<file path="src/rtl/l2_learn_switch_if.sv">
// Metadata stream bundle between the parser stage, the learning switch and its downstream consumer.
interface l2_learn_switch_if;
    logic         metadata_in_valid;
    logic [133:0] metadata_in;
    logic         ready_in;
    logic         ready_out;
    logic         metadata_out_valid;
    logic [133:0] metadata_out;

    modport master (
        output metadata_in_valid, metadata_in, ready_in,
        input  ready_out, metadata_out_valid, metadata_out
    );

    modport slave (
        input  metadata_in_valid, metadata_in, ready_in,
        output ready_out, metadata_out_valid, metadata_out
    );
endinterface

</file>
<file path="src/rtl/l2_learn_switch.sv">
// L2 learning switch: learns smac->ingress port, looks up dmac and patches egress into meta0.
// Fixed two-cycle stream latency, no backpressure.
module l2_learn_switch #(
    parameter int unsigned TABLE_SIZE = 16,
    parameter logic [31:0] AGE_PERIOD = 32'd125000000,
    parameter logic [7:0]  FLOOD_PORT = 8'hFF
) (
    input  logic                  clk,
    input  logic                  reset,
    l2_learn_switch_if.slave      sw,
    output logic [5:0]            entry_count,
    output logic [15:0]           err_count
);
    localparam int unsigned WORD_W = 134;
    localparam int unsigned MAC_W  = 48;
    localparam int unsigned PORT_W = 8;
    localparam int unsigned CNT_W  = 6;
    localparam int unsigned IDX_W  = $clog2(TABLE_SIZE);

    typedef enum logic [1:0] {IDLE, META, PKT} phase_t;

    phase_t              phase;
    logic                s1_valid;
    logic [WORD_W-1:0]   s1_word;
    logic                s1_meta0;
    logic                out_valid_q;
    logic [WORD_W-1:0]   out_word_q;

    logic [TABLE_SIZE-1:0] tbl_valid;
    logic [TABLE_SIZE-1:0] tbl_age;
    logic [MAC_W-1:0]      tbl_mac  [TABLE_SIZE];
    logic [PORT_W-1:0]     tbl_port [TABLE_SIZE];
    logic [IDX_W-1:0]      rr_ptr;
    logic [31:0]           age_cnt;

    logic [1:0]        in_tag_c;
    logic [MAC_W-1:0]  in_dmac_c;
    logic [MAC_W-1:0]  in_smac_c;
    logic              meta1_ok_c;
    logic              learn_c;
    logic              tick_c;
    logic              d_hit_c;
    logic [PORT_W-1:0] d_port_c;
    logic              s_hit_c;
    logic [IDX_W-1:0]  s_idx_c;
    logic              free_found_c;
    logic [IDX_W-1:0]  free_idx_c;
    logic [IDX_W-1:0]  learn_idx_c;
    logic [PORT_W-1:0] egress_c;
    logic [CNT_W-1:0]  pop_c;

    assign sw.ready_out          = sw.ready_in;
    assign sw.metadata_out_valid = out_valid_q;
    assign sw.metadata_out       = out_word_q;

    assign in_tag_c   = sw.metadata_in[133:132];
    assign in_dmac_c  = sw.metadata_in[127:80];
    assign in_smac_c  = sw.metadata_in[79:32];
    assign meta1_ok_c = s1_meta0 && sw.metadata_in_valid && (in_tag_c == 2'b11);
    assign learn_c    = meta1_ok_c && !in_smac_c[40];
    assign tick_c     = (age_cnt == AGE_PERIOD - 32'd1);
    assign egress_c   = (d_hit_c && !in_dmac_c[40]) ? d_port_c : FLOOD_PORT;
    assign learn_idx_c = s_hit_c ? s_idx_c : (free_found_c ? free_idx_c : rr_ptr);

    // Parallel dmac/smac match, lowest free slot and occupancy over the pre-write table
    always_comb begin
        d_hit_c      = 1'b0;
        d_port_c     = FLOOD_PORT;
        s_hit_c      = 1'b0;
        s_idx_c      = '0;
        free_found_c = 1'b0;
        free_idx_c   = '0;
        pop_c        = '0;
        for (int i = 0; i < int'(TABLE_SIZE); i++) begin
            if (!d_hit_c && tbl_valid[i] && (tbl_mac[i] == in_dmac_c)) begin
                d_hit_c  = 1'b1;
                d_port_c = tbl_port[i];
            end
            if (!s_hit_c && tbl_valid[i] && (tbl_mac[i] == in_smac_c)) begin
                s_hit_c = 1'b1;
                s_idx_c = IDX_W'(i);
            end
            if (!free_found_c && !tbl_valid[i]) begin
                free_found_c = 1'b1;
                free_idx_c   = IDX_W'(i);
            end
            pop_c = pop_c + CNT_W'(tbl_valid[i]);
        end
    end

    // Phase tracking, s1 capture and output patch
    always_ff @(posedge clk or negedge reset) begin
        if (!reset) begin
            phase       <= IDLE;
            s1_valid    <= 1'b0;
            s1_word     <= '0;
            s1_meta0    <= 1'b0;
            out_valid_q <= 1'b0;
            out_word_q  <= '0;
        end else begin
            s1_valid    <= sw.metadata_in_valid;
            s1_word     <= sw.metadata_in;
            s1_meta0    <= sw.metadata_in_valid && (phase == IDLE) && (in_tag_c == 2'b01);
            out_valid_q <= s1_valid;
            out_word_q  <= s1_word;
            if (s1_meta0) begin
                out_word_q[119:112] <= meta1_ok_c ? egress_c : FLOOD_PORT;
            end
            if (sw.metadata_in_valid) begin
                case (phase)
                    IDLE:    if (in_tag_c == 2'b01) phase <= META;
                    META:    if (in_tag_c == 2'b00) phase <= PKT;
                    PKT:     if (in_tag_c == 2'b10) phase <= IDLE;
                    default: phase <= IDLE;
                endcase
            end
        end
    end

    // Table learn/aging; a learn on a tick cycle overrides aging for its entry
    always_ff @(posedge clk or negedge reset) begin
        if (!reset) begin
            tbl_valid   <= '0;
            tbl_age     <= '0;
            rr_ptr      <= '0;
            age_cnt     <= '0;
            entry_count <= '0;
            err_count   <= '0;
            for (int i = 0; i < int'(TABLE_SIZE); i++) begin
                tbl_mac[i]  <= '0;
                tbl_port[i] <= '0;
            end
        end else begin
            age_cnt     <= tick_c ? 32'd0 : age_cnt + 32'd1;
            entry_count <= pop_c;
            if (tick_c) begin
                tbl_valid <= tbl_valid & tbl_age;
                tbl_age   <= '0;
            end
            if (learn_c) begin
                tbl_valid[learn_idx_c] <= 1'b1;
                tbl_age[learn_idx_c]   <= 1'b1;
                tbl_mac[learn_idx_c]   <= in_smac_c;
                tbl_port[learn_idx_c]  <= s1_word[127:120];
                if (!s_hit_c && !free_found_c) begin
                    rr_ptr <= rr_ptr + IDX_W'(1);
                end
            end
            if (s1_meta0 && !meta1_ok_c && (err_count != 16'hFFFF)) begin
                err_count <= err_count + 16'd1;
            end
        end
    end
endmodule

</file>
<file path="src/flat_wrapper.sv">
// flat-port wrapper written by rule: the top's interface ports become plain ports
module l2_learn_switch_flat 
#(
    parameter int unsigned TABLE_SIZE = 16,
    parameter logic [31:0] AGE_PERIOD = 32'd125000000,
    parameter logic [7:0]  FLOOD_PORT = 8'hFF
)
  (clk, reset, entry_count, err_count, sw_metadata_in_valid, sw_metadata_in, sw_ready_in, sw_ready_out, sw_metadata_out_valid, sw_metadata_out);
  l2_learn_switch_if sw_i ();
  input  logic clk;
  input  logic reset;
  output logic [5:0] entry_count;
  output logic [15:0] err_count;
  input wire logic [$bits(sw_i.metadata_in_valid)-1:0] sw_metadata_in_valid;
  input wire logic [$bits(sw_i.metadata_in)-1:0] sw_metadata_in;
  input wire logic [$bits(sw_i.ready_in)-1:0] sw_ready_in;
  output wire logic [$bits(sw_i.ready_out)-1:0] sw_ready_out;
  output wire logic [$bits(sw_i.metadata_out_valid)-1:0] sw_metadata_out_valid;
  output wire logic [$bits(sw_i.metadata_out)-1:0] sw_metadata_out;
  assign sw_i.metadata_in_valid = sw_metadata_in_valid;
  assign sw_i.metadata_in = sw_metadata_in;
  assign sw_i.ready_in = sw_ready_in;
  assign sw_ready_out = sw_i.ready_out;
  assign sw_metadata_out_valid = sw_i.metadata_out_valid;
  assign sw_metadata_out = sw_i.metadata_out;
  l2_learn_switch #(.TABLE_SIZE(TABLE_SIZE), .AGE_PERIOD(AGE_PERIOD), .FLOOD_PORT(FLOOD_PORT)) u_core (.clk(clk), .reset(reset), .sw(sw_i), .entry_count(entry_count), .err_count(err_count));
endmodule
</file>
<file path="config.mk">
export PLATFORM = sky130hd
export DESIGN_NAME = l2_learn_switch_flat
export DESIGN_NICKNAME = d
export VERILOG_FILES = /design/src/rtl/l2_learn_switch_if.sv /design/src/rtl/l2_learn_switch.sv /design/src/flat_wrapper.sv
export SDC_FILE = /design/constraint.sdc
export NUM_CORES = 2
export LEC_CHECK = 0
export CAP_MARGIN = 20
export CORE_MARGIN = 2
export CORE_UTILIZATION = 30
export DETAILED_ROUTE_END_ITERATION = 12
export GPL_TIMING_DRIVEN = 0
export SLEW_MARGIN = 10
export SYNTH_ARGS = -nofsm -noshare
export SYNTH_HDL_FRONTEND = slang
export SYNTH_SLANG_ARGS = --single-unit
</file>
<file path="constraint.sdc">
create_clock -name clk -period 7 [get_ports clk]
set_input_delay 0.7 -clock clk [delete_from_list [all_inputs] [get_ports clk]]
set_output_delay 0.7 -clock clk [all_outputs]
set_load 0.005 [all_outputs]
</file>
==> flow_summary.ini <==
[status]
status = complete, but fails checks
violations = negative setup slack

[clock_tree]
htree_levels = 4
cts_tree = yes
clk_path_buf_depth = 3
clockRootBuffer = clkbuf_16
clock-sinks = 1258
cts-buffers-inserted = 154
clkSlewWorstSetupHoldPaths_ns = 0.06
clk_latency_ns = 0.91
post-cts-setup-buffer-count = 0

[pwr]
p_total_uw = 18440
p_comb_share_pct = 12.1
sw_frac_of_total_pct = 29.58
seq_power_share_pct = 41.0
p_per_area_mw_per_mm2 = 235.6
power.switching_uw = 5456
ir_drop_uv = 281.0
internal-power_uw = 12990
clockPowerShare_pct = 46.9
leakage_uw = 0.03573

[floorplanning]
io_pins = 296
fp-row-count = 171
die_w_um = 471.1
dieArea_mm2 = 0.2219
fp.dieH_um = 471.1
core_area_mm2 = 0.2170
start_util_pct = 30.16

[synthesis]
ys_seq_area_share_pct = 48.11
ys_ff_latch = 1258
yosys.area.top_type = dfrtp_1
synth_nets = 5586
avgSynthCellArea_um2 = 12.06
synth_warnings = 0
synthArstFlopShare_pct = 100.0
syn_area_mm2 = 0.06544
synth-edff-count = 0
synth.distinct_cells = 87
synth_cells = 5428
synth_ff_type = dfrtp_1
synth_area_leaders = dfrtp_1 (48%), mux2_2 (12%), xnor2_1 (11%)
synth.top_cell.area_share_pct = 48.11

[finish]
synthToLayoutAreaGrowth_pct = 19.62
final_common_cell = dfrtp_1
fin_nets = 6071
mostFrequentLayoutCells = dfrtp_1 (1258), xnor2_1 (812), mux2_2 (723), xor2_1 (631), clkdlybuf4s50_1 (292)
drive_gt1_share_pct = 25.59
final_area_mm2 = 0.07828

[setup_path]
cp-start-kind = input port
end_kind = flop
critical_path_class = input port to flop
path_max_fanout = 10
reg2reg_setup_slack_ns = 0.62
crit_required_ns = 7.76
cp.arrival_ns = 7.94

[hold_path]
hold_path_class = input port to flop

[drt]
wl_per_cell_um = 40.80
wirelength_mm = 364.5
ant_nets = 0
via_count = 52390
via_per_inst = 5.864
drc = 0
drt_iter0_drc = 8542
firstDrtPassIters = 6

[sta]
min_period_over_period_pct = 102.6
layout_setup_ws_ns = -0.1798
fin_skew_ns = 0.09575
finalMaxSlewViolations = 0
tightest_slew_ns = 1.233
relSlewSlack_pct = 17.79
fin_tns_setup_ns = -1.538
max_freq_ghz = 0.1393
fin_crit_ns = 7.180
setup_viol = 17
rsz0062_at_grt = false
final-hold-violation-count = 0

[job]
drv_cap = 0

[grt]
grt.overflow.total = 0
grt_pass1_vias = 49970
grt_pass1_wl_mm = 474.4
grt_antenna_before_repair = 60
grtUsageTotal_pct = 32.08
grt_max_degree = 154

[placed_design]
portBuffers = 293
dp_hpwl_mm = 247.4
dpl_cell_area_mm2 = 0.07272
place.gp.congestion = 1.071
==> power groups by stage <==
stage / logic, µW / registers (µW) / clock network, µW
2_1_floorplan: 840 / 7660 / 0
3_3_place_gp: 2050 / 7740 / 0
3_5_place_dp: 2090 / 7690 / 0
4_1_cts: 2100 / 7560 / 8700
5_1_grt: 2210 / 7580 / 8990
6_report: 2240 / 7560 / 8640
==> synth_stat cells (all sizes together) (55+ instances only) <==
cell type / instances
dfrtp: 1258
nor2: 100
nand2b: 60
nor3: 55
mux2: 853
nand4: 227
xor2: 631
clkbuf: 79
buf: 319
nand3: 78
inv: 148
nand2: 100
xnor2: 812
nor4: 208
==> registers in the layout (all words and copies together), names as in the netlist <==
register / flops
u_core.tbl_port: 128
u_core.rr_ptr: 4
u_core.entry_count: 5
u_core.tbl_valid: 16
u_core.s1_meta0: 1
u_core.tbl_age: 16
u_core.err_count: 16
u_core.s1_word: 134
u_core.s1_valid: 1
u_core.sw.metadata_out_valid: 1
u_core.sw.metadata_out: 134
u_core.tbl_mac: 768
u_core.phase: 2
u_core.age_cnt: 32
==> metrics by stage <==
step	utilization [%]	std cells	setup slack, ns	hold slack (ns)
floorplan	-	5428	3.149	0.3312
global route	36.04	8898	0.09968	0.2212
detailed placement	33.52	8609	-0.7271	0.3347
CTS	36.02	8891	0.1332	0.2029
global placement	33.16	8575	-55.12	0.3313
finish	36.08	8934	-0.1798	0.2341
==> critical path: stages <==
cell	delay, ns
clkdlybuf4s50_1	0.48
buf_2	0.41
buf_2	0.92
buf_2	0.64
xor2_1	0.26
nor3_1	0.08
nand4_1	0.50
o21ai_1	0.36
nor4_2	0.67
a21boi_1	0.34
a211oi_4	0.14
nor3_2	0.90
clkbuf_4	0.62
buf_4	0.39
mux2_2	0.38
==> metal layers <==
metal / vias up / track usage [%] / share of wire [%]
met1: 27230 / 41.38 / 39
li1: 19760 / - / -
met4: 24 / 23.67 / 8.6
met2: 4196 / 43.93 / 40
met3: 1181 / 11.26 / 13
met5: - / 0 / 0.040
==> layout make-up <==
class / count / area (µm²)
fill: 21530 / 138700
sequential: 1258 / 31480
multi-input combinational: 3623 / 31220
clock buffer: 206 / 4359
timing repair buffer: 329 / 3610
tap: 2854 / 3571
buffer: 398 / 2312
clock inverter: 75 / 1062
inverter: 149 / 559.3
antenna: 42 / 105.1
==> final timing paths <==
path / cells past startpoint / end / from
min in group asynchronous: 2 / u_core.s1_word[125] / reset
max: 15 / u_core.tbl_mac[89] / sw_metadata_in[54]
min reg2reg: 0 / u_core.sw.metadata_out[9] / u_core.s1_word[9]
max reg2reg: 13 / u_core.tbl_mac[379] / u_core.tbl_valid[12]
max in group asynchronous: 6 / u_core.sw.metadata_out[25] / reset
min: 1 / u_core.s1_word[129] / sw_metadata_in[129]
==> timing repair <==
item | 4_1_cts | 5_1_grt
hold buffers | 1 | 0
endpoints found under the hold margin | 21 | 0
resized for setup | 0 | 5
endpoints found under the setup margin | 0 | 29
==> cell families after synthesis <==
| kind of cell | share of synthesized area (%) |
|---|---|
| xor+xnor | 19.31 |
| simple gates | 8.401 |
| flops | 48.11 |
| buf+inv | 4.279 |
| mux | 15.87 |
| compound gates | 3.530 |
| fa+ha+maj | 0.4971 |
| other cells | 0.005730 |
Power figures use the tool's default switching activity.
